File: config.mk
export PLATFORM = sky130hd
export DESIGN_NAME = guess_game_ctrl
export DESIGN_NICKNAME = d
export VERILOG_FILES = /design/src/rtl/guess_game_ctrl.sv
export SDC_FILE = /design/constraint.sdc
export NUM_CORES = 1
export LEC_CHECK = 0
export BUFFER_PORTS_ARGS = -buffer_cell sky130_fd_sc_hd__buf_2
export CAP_MARGIN = 20
export CORE_MARGIN = 3
export CORE_UTILIZATION = 40
export DETAILED_ROUTE_END_ITERATION = 8
export PLACE_DENSITY = 0.62
export SYNTH_ARGS = -nofsm -noshare
export SYNTH_HDL_FRONTEND = slang
export SYNTH_SLANG_ARGS = --single-unit
export TNS_END_PERCENT = 1
File: constraint.sdc
create_clock -name CLK -period 6.2 [get_ports CLK]
set_clock_uncertainty 0.2 [all_clocks]
set_input_delay 1.24 -clock CLK [delete_from_list [all_inputs] [get_ports CLK]]
set_output_delay 1.24 -clock CLK [all_outputs]
set_load 0.02 [all_outputs]
File: src/rtl/guess_game_ctrl.sv
// Number-guessing game: debounced inc/submit keys, 0-9 target latched from a free-running counter,
// guess stepping and grading with a try limit. Outputs are registered and feed the display block.

module guess_game_debounce #(
   parameter int CYCLES = 50000
) (
   input  logic CLK,
   input  logic RST,
   input  logic i_key,
   output logic o_pulse
);
   localparam int CW = (CYCLES > 1) ? $clog2(CYCLES) : 1;

   logic          r_s1;
   logic          r_s2;
   logic          r_lvl;
   logic          r_lvl_d;
   logic          r_pulse;
   logic [CW-1:0] r_cnt;

   always_ff @(posedge CLK) begin
      if (RST) begin
         r_s1    <= 1'b0;
         r_s2    <= 1'b0;
         r_lvl   <= 1'b0;
         r_lvl_d <= 1'b0;
         r_pulse <= 1'b0;
         r_cnt   <= '0;
      end else begin
         r_s1    <= i_key;
         r_s2    <= r_s1;
         r_lvl_d <= r_lvl;
         r_pulse <= r_lvl & ~r_lvl_d;
         // Level only moves after CYCLES consecutive disagreeing samples.
         if (r_s2 == r_lvl) begin
            r_cnt <= '0;
         end else if (r_cnt == CW'(CYCLES - 1)) begin
            r_lvl <= r_s2;
            r_cnt <= '0;
         end else begin
            r_cnt <= r_cnt + 1'b1;
         end
      end
   end

   assign o_pulse = r_pulse;
endmodule

module guess_game_ctrl #(
   parameter int DEBOUNCE_CYCLES = 50000,
   parameter int MAX_TRIES       = 9
) (
   input  logic       CLK,
   input  logic       RST,
   input  logic       key_inc,
   input  logic       key_submit,
   output logic [3:0] data,
   output logic [3:0] tries,
   output logic [1:0] result,
   output logic       win,
   output logic       lose
);
   typedef enum logic [1:0] {S_IDLE, S_PLAY, S_WIN, S_LOSE} state_t;

   state_t     r_state;
   state_t     w_state_nxt;
   logic [3:0] r_rnd;
   logic [3:0] r_target;
   logic [3:0] r_data;
   logic [3:0] r_tries;
   logic [1:0] r_result;
   logic       w_inc_p;
   logic       w_sub_p;
   logic [3:0] w_tries_inc;
   logic       w_hit;
   logic       w_out_of_tries;

   guess_game_debounce #(.CYCLES(DEBOUNCE_CYCLES)) u_db_inc (
      .CLK(CLK), .RST(RST), .i_key(key_inc), .o_pulse(w_inc_p)
   );

   guess_game_debounce #(.CYCLES(DEBOUNCE_CYCLES)) u_db_sub (
      .CLK(CLK), .RST(RST), .i_key(key_submit), .o_pulse(w_sub_p)
   );

   assign w_tries_inc    = (r_tries == 4'd9) ? 4'd9 : r_tries + 4'd1;
   assign w_hit          = (r_data == r_target);
   assign w_out_of_tries = (w_tries_inc == 4'(MAX_TRIES));

   always_ff @(posedge CLK) begin
      if (RST) begin
         r_rnd <= 4'd0;
      end else begin
         r_rnd <= (r_rnd == 4'd9) ? 4'd0 : r_rnd + 4'd1;
      end
   end

   always_ff @(posedge CLK) begin
      if (RST) begin
         r_state <= S_IDLE;
      end else begin
         r_state <= w_state_nxt;
      end
   end

   always_comb begin
      w_state_nxt = r_state;
      case (r_state)
         S_IDLE: if (w_sub_p) w_state_nxt = S_PLAY;
         S_PLAY: begin
            if (w_sub_p) begin
               if (w_hit)               w_state_nxt = S_WIN;
               else if (w_out_of_tries) w_state_nxt = S_LOSE;
            end
         end
         default: if (w_sub_p) w_state_nxt = S_IDLE;
      endcase
   end

   always_comb begin
      win  = 1'b0;
      lose = 1'b0;
      case (r_state)
         S_WIN:   win  = 1'b1;
         S_LOSE:  lose = 1'b1;
         default: ;
      endcase
   end

   // Submit takes priority over inc and grades the pre-increment digit.
   always_ff @(posedge CLK) begin
      if (RST) begin
         r_target <= 4'd0;
         r_data   <= 4'd0;
         r_tries  <= 4'd0;
         r_result <= 2'b00;
      end else begin
         case (r_state)
            S_IDLE: begin
               r_data   <= 4'd0;
               r_tries  <= 4'd0;
               r_result <= 2'b00;
               if (w_sub_p) r_target <= r_rnd;
            end
            S_PLAY: begin
               if (w_sub_p) begin
                  r_tries <= w_tries_inc;
                  if (w_hit)                    r_result <= 2'b11;
                  else if (r_data < r_target)   r_result <= 2'b01;
                  else                          r_result <= 2'b10;
                  if (!w_hit && w_out_of_tries) r_data <= r_target;
               end else if (w_inc_p) begin
                  r_data <= (r_data == 4'd9) ? 4'd0 : r_data + 4'd1;
               end
            end
            default: begin
               if (w_sub_p) begin
                  r_data   <= 4'd0;
                  r_tries  <= 4'd0;
                  r_result <= 2'b00;
               end
            end
         endcase
      end
   end

   assign data   = r_data;
   assign tries  = r_tries;
   assign result = r_result;
endmodule

==> results of run 1 <==
[layout make-up]
type,count,area share
multi-input combinational,240,0.466
sequential,62,0.395
clock buffer,12,0.0494
tap,96,0.0382
timing repair buffer,15,0.0239
clock inverter,4,0.0143
inverter,11,0.0131
[cells by family (layout without fill, tap and decap cells)]
| kind of cell | Yosys count | count (layout) | synth area share |
|---|---|---|---|
| AND/OR/NAND/NOR | 154 | 154 | 0.271 |
| flip-flops | 62 | 62 | 0.439 |
| XOR/XNOR | 33 | 33 | 0.102 |
| buffers and inverters | 23 | 42 | 0.0438 |
| multiplexers | 4 | 4 | 0.0142 |
| adder cells (fa/ha/maj) | 10 | 10 | 0.0442 |
| AO/OA/AOI/OAI | 39 | 39 | 0.0858 |
[flip-flops by register name, summed over array words and instances, names as in the netlist]
register          flops
u_db_sub.o_pulse      1
data                  4
r_state               2
u_db_sub.r_s1         1
u_db_inc.r_cnt       16
u_db_inc.o_pulse      1
r_rnd                 4
u_db_sub.r_cnt       16
u_db_inc.r_s2         1
u_db_inc.r_lvl        1
u_db_sub.r_lvl_d      1
u_db_inc.r_s1         1
r_target              4
result                2
u_db_sub.r_s2         1
u_db_inc.r_lvl_d      1
tries                 4
u_db_sub.r_lvl        1
[synth_stat cells, types with 2 or more instances]
library cell  instances
nor2b_1              11
nand4_1               7
nand2b_1              8
buf_6                 2
nor3b_1               2
ha_1                 10
or3_1                 4
and3_1               10
xor2_1               20
nand2_1              18
and2_1                3
dfxtp_1              62
mux2i_1               4
nor2_1               61
a211oi_1              3
o21ai_0              10
a21oi_1              15
buf_2                 4
nand3_1              14
and4_1                3
nand3b_1              3
clkbuf_1              4
o31ai_1               2
xnor2_1              13
nor3_1                5
inv_1                10
[metrics by stage]
step           worst slack (ps)  total power, mW   util
2_1_floorplan              3900            0.423      -
3_3_place_gp               3510            0.425  0.431
3_5_place_dp               3480            0.425  0.431
4_1_cts                    3620            0.779  0.460
5_1_grt                    3550            0.801  0.460
6_report                   3640            0.766  0.460
[worst max-delay path: stages, from the launching register on]
cell and delay, ps:
dfxtp_1 480, and2_1 160, buf_2 150
[metal layers]
layer  GRT usage  part of all wire  vias up
met5           0                 0        -
met4      0.0421            0.0060        0
met3      0.0477             0.039        2
met2       0.195              0.45       24
met1       0.166              0.51      979
li1            -                 -     1117
[worst paths after layout]
kind / endpoint / depth (start not counted) / start / slack [ps]
worst max-delay path: lose / 2 / r_state[0] / 3640
worst min-delay path: u_db_inc.o_pulse / 1 / u_db_inc.r_lvl_d / 190
worst max register to register: data[1] / 6 / data[0] / 4010
worst min register to register: u_db_inc.o_pulse / 1 / u_db_inc.r_lvl_d / 190
[where the power goes]
group / internal (mW) / switching, mW / leakage, nW
Sequential: 0.402 / 0.00270 / 0.501
Clock: 0.206 / 0.145 / 0.106
Combinational: 0.00444 / 0.00686 / 0.550
Total: 0.612 / 0.155 / 1.16
==> results_dict.tcl, run 1 <==
set metrics [dict create \
    status "finished, final reports clean" \
    crit_path_max_fanout 9 \
    num_rows 30 \
    hpwl_um 3280 \
    final_common_cell "dfxtp_1" \
    ys_ff_latch 62 \
    layout-drive-gt1-share 0.102 \
    start_util 0.414 \
    p_leak_nw 1.16 \
    io_pins 16 \
    clock_sinks 62 \
    grt_usage 0.128 \
    synth_top_area_frac 0.439 \
    worstPathRequired_ps 4760 \
    finalNetCount 353 \
    seq_area_mm2 0.00124 \
    synthTopCellsByArea "dfxtp_1, nor2_1, xor2_1" \
    post_cts_buffers 0 \
    ys_seq_area_frac 0.439 \
    grt_overflow 0 \
    area_growth_pct 11.1 \
    grt_pass1_wl_um 8740 \
    clk_pin_slew_ps 60 \
    diodes 0 \
    netlist_area_mm2 0.00283 \
    cts_hold_buf 0 \
    multi_input_area_mm2 0.00146 \
    finalSetupTns_ps 0 \
    num_vias 2122 \
    wire_per_inst_um 10.9 \
    clkLatencyLatePin_ps 330 \
    yosys.area.top_type "dfxtp_1" \
    crit_type "flop to primary output" \
    yosysWarnings 0 \
    final_area_mm2 0.00314 \
    place_area_mm2 0.00294 \
    place_inst 424 \
    hold_violations 0 \
    drt_iter0_markers 49 \
    nFillCells 699 \
    grt_pass1_vias 1970 \
    synth_top_flop_cell "dfxtp_1" \
    routed_wirelength_um 4800 \
    final_cell_mix "dfxtp_1, nor2_1, xor2_1, nand2_1" \
    cts-root-buf "clkbuf_8" \
    synthCells 325 \
    critPathLaunchType "flop" \
    maxSlewHeadroom 0.469 \
    ir_drop_mv 0.130 \
    fmax_mhz 391 \
    port_buffers 15 \
    die_area_mm2 0.00812 \
    rsz0062_at_grt "no" \
    endpoint_kind "primary output" \
    cts_tree "yes" \
    finalNonFillerCells 440 \
    cap_violations 0 \
    antenna_found_initial 0 \
    yosysUniqueCellTypes 43 \
    core-area_mm2 0.00683 \
    syn_avg_cell_area_um2 8.70 \
    via_per_inst 4.82 \
    gp_congestion 0.754 \
    dieWidth_um 90.1 \
    cts_buffers 9 \
    cts_buffer_depth 2 \
    chipHeight_um 90.1 \
    worstHoldPathType "flop to flop" \
    period_minus_slack_ps 2560 \
    grt_start_max_net_pins 35 \
    cp_data_arrival_time_ps 1120 \
    synthArstFlopShare 0 \
    slew_violations 0 \
    setup_viol 0 \
    htree_levels 3 \
    antenna_left 0 \
    fin_crit_sh 0.412 \
    firstDrtPassIters 5 \
    remaining_drc_errors 0 \
    synth_nets 339 \
    hold_slack_ps 188 \
    cts_resized 0 \
    power_density_mw_per_mm2 244 \
    synth_edf_count 0 \
    worst_pin_slew_ps 791 \
]
No activity file was read; power rests on OpenSTA's default activity.
==> run 2: changes to the inputs <==
ABC_AREA = 1   (was default)
clock period = 2.5 ns   (was 6.2 ns; I/O delays follow)
==> run 2 against run 1 <==
Synthesized area increased by 3.9%. Core utilization increased by 1.8 points. Largest power group unchanged. Sequential share of layout area decreased by 2.1 points.
==> results_dict.tcl, run 2 <==
set metrics [dict create \
    status "finished, final reports clean" \
    hold_violations 0 \
    ys_ff_latch 62 \
    endpoint_kind "flop" \
    cp_top_family "compound AO/OA/AOI/OAI gates" \
    power.switching_mw 0.426 \
    gp_congestion 0.848 \
    area_growth_pct 13.0 \
    cap_violations 0 \
    cts_resized 0 \
    critPathLaunchType "flop" \
    layout-drive-gt1-share 0.120 \
    post_cts_buffers 0 \
    yosys.area_share.xor_xnor 0.0357 \
    port_buffers 15 \
    synth_compound_area_frac 0.105 \
    rsz0062_at_grt "no" \
    slowest_stage "o21ai_4" \
    finalSetupTns_ps 0 \
    synth_top_family_by_area "simple AND/OR/NAND/NOR gates" \
    synth-simple-area-share 0.305 \
    num_vias 2472 \
    critPathMaxStageDelay_ps 540 \
    chipHeight_um 91.7 \
    synthCells 405 \
    power_density_mw_per_mm2 588 \
    grt_overflow 0 \
    io_pins 16 \
    clock_power_share 0.470 \
    start_util 0.423 \
    cts_hold_buf 0 \
    routed_wirelength_um 5460 \
    worstHoldPathType "input pin to flop" \
    synthArstFlopShare 0 \
    ir_drop_mv 0.274 \
    synthTopCellsByArea "dfxtp_1, nand2_1, inv_1" \
    firstDrtPassIters 4 \
    grt_pass1_wl_um 9400 \
    via_per_inst 4.68 \
    crit_path_max_fanout 16 \
    maxSlewHeadroom 0.594 \
    synth_nets 419 \
    p_int_mw 1.53 \
    yosysWarnings 0 \
    num_rows 30 \
    worst_pin_slew_ps 607 \
    worst-path-buf-inv 2 \
    fin_crit_sh 0.781 \
    cts_buffer_depth 2 \
    setup_viol 0 \
    ys_seq_area_frac 0.422 \
    final_core_util 0.478 \
    synthMuxAreaShare 0 \
    synth_top_flop_cell "dfxtp_1" \
    synthAdderAreaFrac 0.0426 \
    period_minus_slack_ps 1950 \
    cts_tree "yes" \
    worstPathRequired_ps 2500 \
    grt_usage 0.138 \
    htree_levels 3 \
    yosysUniqueCellTypes 29 \
    synthTopCellsByCount "nand2_1, dfxtp_1, inv_1, nor2_1, a21oi_1" \
    antenna_left 0 \
    path_common_cell "nand2_1" \
    cp_data_arrival_time_ps 1950 \
    core-area_mm2 0.00694 \
    fmax_mhz 512 \
    slew_violations 0 \
    antenna_found_initial 0 \
    share_seq_of_total_power 0.513 \
    p_leak_nw 1.23 \
    yosys.area.top_type "dfxtp_1" \
    clock_sinks 62 \
    synth_top_area_frac 0.422 \
    power.share.switching 0.219 \
    clkLatencyLatePin_ps 340 \
    dieWidth_um 91.7 \
    combPwrFrac 0.017 \
    grt_start_max_net_pins 17 \
    final_cell_mix "nand2_1, dfxtp_1, inv_1, nor2_1, a21oi_1" \
    clk_pin_slew_ps 70 \
    remaining_drc_errors 0 \
    wire_per_inst_um 10.3 \
    cts-root-buf "clkbuf_8" \
    final_common_cell "nand2_1" \
    drt_iter0_markers 80 \
    die_area_mm2 0.00842 \
    worstPathCellList "ha_1, nand2_1, inv_1, nand2_1, inv_1, nand2_1, o21ai_4, nor3_1" \
    finalNetCount 441 \
    hpwl_um 3990 \
    crit_type "flop to flop" \
    synth_edf_count 0 \
    synth.most_common_cell "nand2_1" \
    cts_buffers 9 \
    syn_avg_cell_area_um2 7.26 \
    diodes 0 \
    reg_top3 "u_db_inc.r_cnt (16), u_db_sub.r_cnt (16)" \
    grt_pass1_vias 2228 \
    netlist_area_mm2 0.00294 \
]
-- run 2: cell count changes after synthesis, moves of 9 or more --
cell | before | now
nor3_1 | 5 | 17
nand2_1 | 18 | 78
a21oi_1 | 15 | 28
and3_1 | 10 | 0
nor2b_1 | 11 | 0
xnor2_1 | 13 | 1
xor2_1 | 20 | 11
inv_1 | 10 | 61
-- run 2: power by group through the flow --
stage / logic, mW / clock network, mW / registers [mW]
2_1_floorplan: 0.0262 / 0 / 1.02
3_3_place_gp: 0.0327 / 0 / 1.02
3_5_place_dp: 0.0341 / 0 / 1.02
4_1_cts: 0.0340 / 0.944 / 1.00
5_1_grt: 0.0392 / 0.984 / 1.00
6_report: 0.0330 / 0.917 / 1.00
-- run 2: worst paths after layout --
kind	from	end	slack (ps)	cells after the start
hold reg to reg	u_db_inc.r_lvl_d	u_db_inc.o_pulse	190	1
setup / recovery	u_db_sub.r_cnt[0]	u_db_sub.r_cnt[5]	550	8
hold / removal	key_inc	u_db_inc.r_s1	160	3
setup reg to reg	u_db_sub.r_cnt[0]	u_db_sub.r_cnt[5]	550	8
-- run 2: logic make-up after synthesis --
kind of cell | count (synthesis)
AO/OA/AOI/OAI | 55
adder cells (fa/ha/maj) | 10
AND/OR/NAND/NOR | 199
flip-flops | 62
XOR/XNOR | 12
buffers and inverters | 67
-- run 2: area by class of cell --
class	instances	area, um2
clock buffers	12	155
flip-flops and latches	62	1240
well taps	96	120
clock inverters	4	53.8
multi-input cells	276	1440
fillers	714	3620
repair buffers	16	82.6
inverters	62	233
-- run 2: metal layers --
metal / wire [um] / global-route usage / vias to the layer above
met5: 0 / 0 / -
met4: 105 / 0.0705 / 0
met3: 172 / 0.0500 / 10
met2: 2410 / 0.208 / 25
met1: 2770 / 0.173 / 1100
li1: - / - / 1337
-- run 2: through the flow --
step	total power, mW	cell area [um2]	setup WS, ps	cells	hold WS, ps
floorplan	1.05	2940	680	405	173
global placement	1.06	3110	620	512	177
detailed placement	1.06	3110	526	512	178
CTS	1.98	3320	527	528	155
global route	2.03	3320	374	528	164
finish	1.95	3320	546	528	164
-- run 2: worst reg2reg max path, stage by stage (launching register included) --
cell and delay, ps:
dfxtp_1 370, ha_1 190, nand2_1 60, inv_1 70, nand2_1 90, inv_1 80, nand2_1 120, o21ai_4 540
nor3_1 100
==> run 3: changes to the inputs <==
clock period = 2.05 ns   (was 2.5 ns; I/O delays follow)
==> run 3 against run 2 <==
Wire length is 0.18% lower. Largest power group unchanged. Combinational power is 33% higher. First-iteration DRC count up 16%. Core utilization grew 0.63 points. Highest routed layer unchanged. Flip-flop and latch count stayed put.
==> results_dict.tcl, run 3 (synthesis results as in run 2) <==
set metrics [dict create \
    status "finished, final reports clean" \
    critPathLaunchType "flop" \
    cts_tree "yes" \
    routed_wirelength_um 5450 \
    setup_slack_ps 223 \
    place_inst 515 \
    final_area_mm2 0.00337 \
    cp.depth 9 \
    port_buffers 15 \
    multi_input_area_mm2 0.00144 \
    power_density_mw_per_mm2 728 \
    grt_overflow 0 \
    cts_hold_buf 0 \
    num_rows 30 \
    maxSlewHeadroom 0.718 \
    grt_usage 0.143 \
    wire_per_inst_um 10.3 \
    hold_slack_ps 71.6 \
    clock_sinks 62 \
    post_cts_buffers 0 \
    place_area_mm2 0.00315 \
    antenna_found_initial 0 \
    clkLatencyLatePin_ps 340 \
    cap_violations 0 \
    worst-path-buf-inv 2 \
    critPathMaxStageDelay_ps 410 \
    cts-root-buf "clkbuf_8" \
    core-area_mm2 0.00694 \
    cts_resized 0 \
    antenna_left 0 \
    dp_slack_ps 176 \
    finalNetCount 444 \
    worstHoldPathType "input pin to flop" \
    cp_top_family "simple AND/OR/NAND/NOR gates" \
    dieWidth_um 91.7 \
    r2r-end "data[1]" \
    finalSetupTns_ps 0 \
    chipHeight_um 91.7 \
    start_util 0.423 \
    crit_end "data[1]" \
    slew_violations 0 \
    setup_viol 0 \
    hpwl_um 3950 \
    critPathLaunch "tries[1]" \
    drt_iter0_markers 93 \
    cts_buffer_depth 2 \
    worstPathRequired_ps 2100 \
    num_vias 2497 \
    reg_top3 "u_db_inc.r_cnt (16), u_db_sub.r_cnt (16)" \
    seq_area_mm2 0.00124 \
    area_growth_pct 14.5 \
    fmax_mhz 547 \
    clk_pin_slew_ps 70 \
    final_common_cell "nand2_1" \
    via_per_inst 4.70 \
    remaining_drc_errors 0 \
    io_pins 16 \
    grt_pass1_vias 2304 \
    period_minus_slack_ps 1830 \
    crit_type "flop to flop" \
    firstDrtPassIters 4 \
    final_cell_mix "nand2_1, dfxtp_1, inv_1, nor2_1, a21oi_1" \
    grt_start_max_net_pins 17 \
    nFillCells 717 \
    worstPathCellList "inv_1, ha_1, inv_1, o21ai_0, nand4_1, nand2_2, nand2_1, nor2_1, nor2_1" \
    worst_pin_slew_ps 419 \
    fin_crit_sh 0.891 \
    diodes 0 \
    reg2reg_depth 9 \
    grt_pass1_wl_um 9740 \
    endpoint_kind "flop" \
    gp_congestion 0.814 \
    rsz0062_at_grt "no" \
    ir_drop_mv 0.239 \
    die_area_mm2 0.00842 \
    crit_path_max_fanout 7 \
    cp_data_arrival_time_ps 1870 \
    p_leak_nw 1.27 \
    cts_buffers 9 \
    regToRegSetupSlack_ps 220 \
    r2r-start "tries[1]" \
    layout-drive-gt1-share 0.126 \
    slowest_stage "dfxtp_1" \
    htree_levels 3 \
    finalNonFillerCells 531 \
    hold_violations 0 \
]
## run 3: how the worst min path moves through the flow
stage,slack (ps),depth (start not counted),from,to
2_1_floorplan,170,1,u_db_inc.r_lvl_d,u_db_inc.o_pulse
3_3_place_gp,180,1,u_db_sub.r_lvl_d,u_db_sub.o_pulse
3_5_place_dp,180,1,u_db_inc.r_lvl_d,u_db_inc.o_pulse
4_1_cts,60,3,key_inc,u_db_inc.r_s1
5_1_grt,70,3,key_inc,u_db_inc.r_s1
6_report,70,3,key_inc,u_db_inc.r_s1
## run 3: routing by layer
metal	global-route usage	wire, um	up-vias
li1	-	-	1346
met1	0.170	2700	1114
met2	0.230	2460	27
met3	0.0304	183	10
met4	0.0990	110	0
met5	0	0	-
## run 3: layout make-up
class,count,share of cell area
clock buffers,12,0.0431
multi-input cells,276,0.428
repair buffers,19,0.0349
well taps,96,0.0357
inverters,62,0.0691
clock inverters,4,0.0208
flip-flops and latches,62,0.369
## run 3: report_power, final
| group | switching, mW | internal (mW) |
|---|---|---|
| clock | 0.470 | 0.715 |
| combinational | 0.0270 | 0.0169 |
| sequential | 0.00766 | 1.21 |
## run 3: metrics by stage
step / utilization / power, mW
2_1_floorplan: - / 1.28
3_3_place_gp: 0.453 / 1.29
3_5_place_dp: 0.453 / 1.29
4_1_cts: 0.484 / 2.48
5_1_grt: 0.485 / 2.55
6_report: 0.485 / 2.45
## run 3: worst min-delay path: cells and delay by family
kind | cells | cell delay (ps)
buffers and inverters | 2 | 100
AND/OR/NAND/NOR | 1 | 60
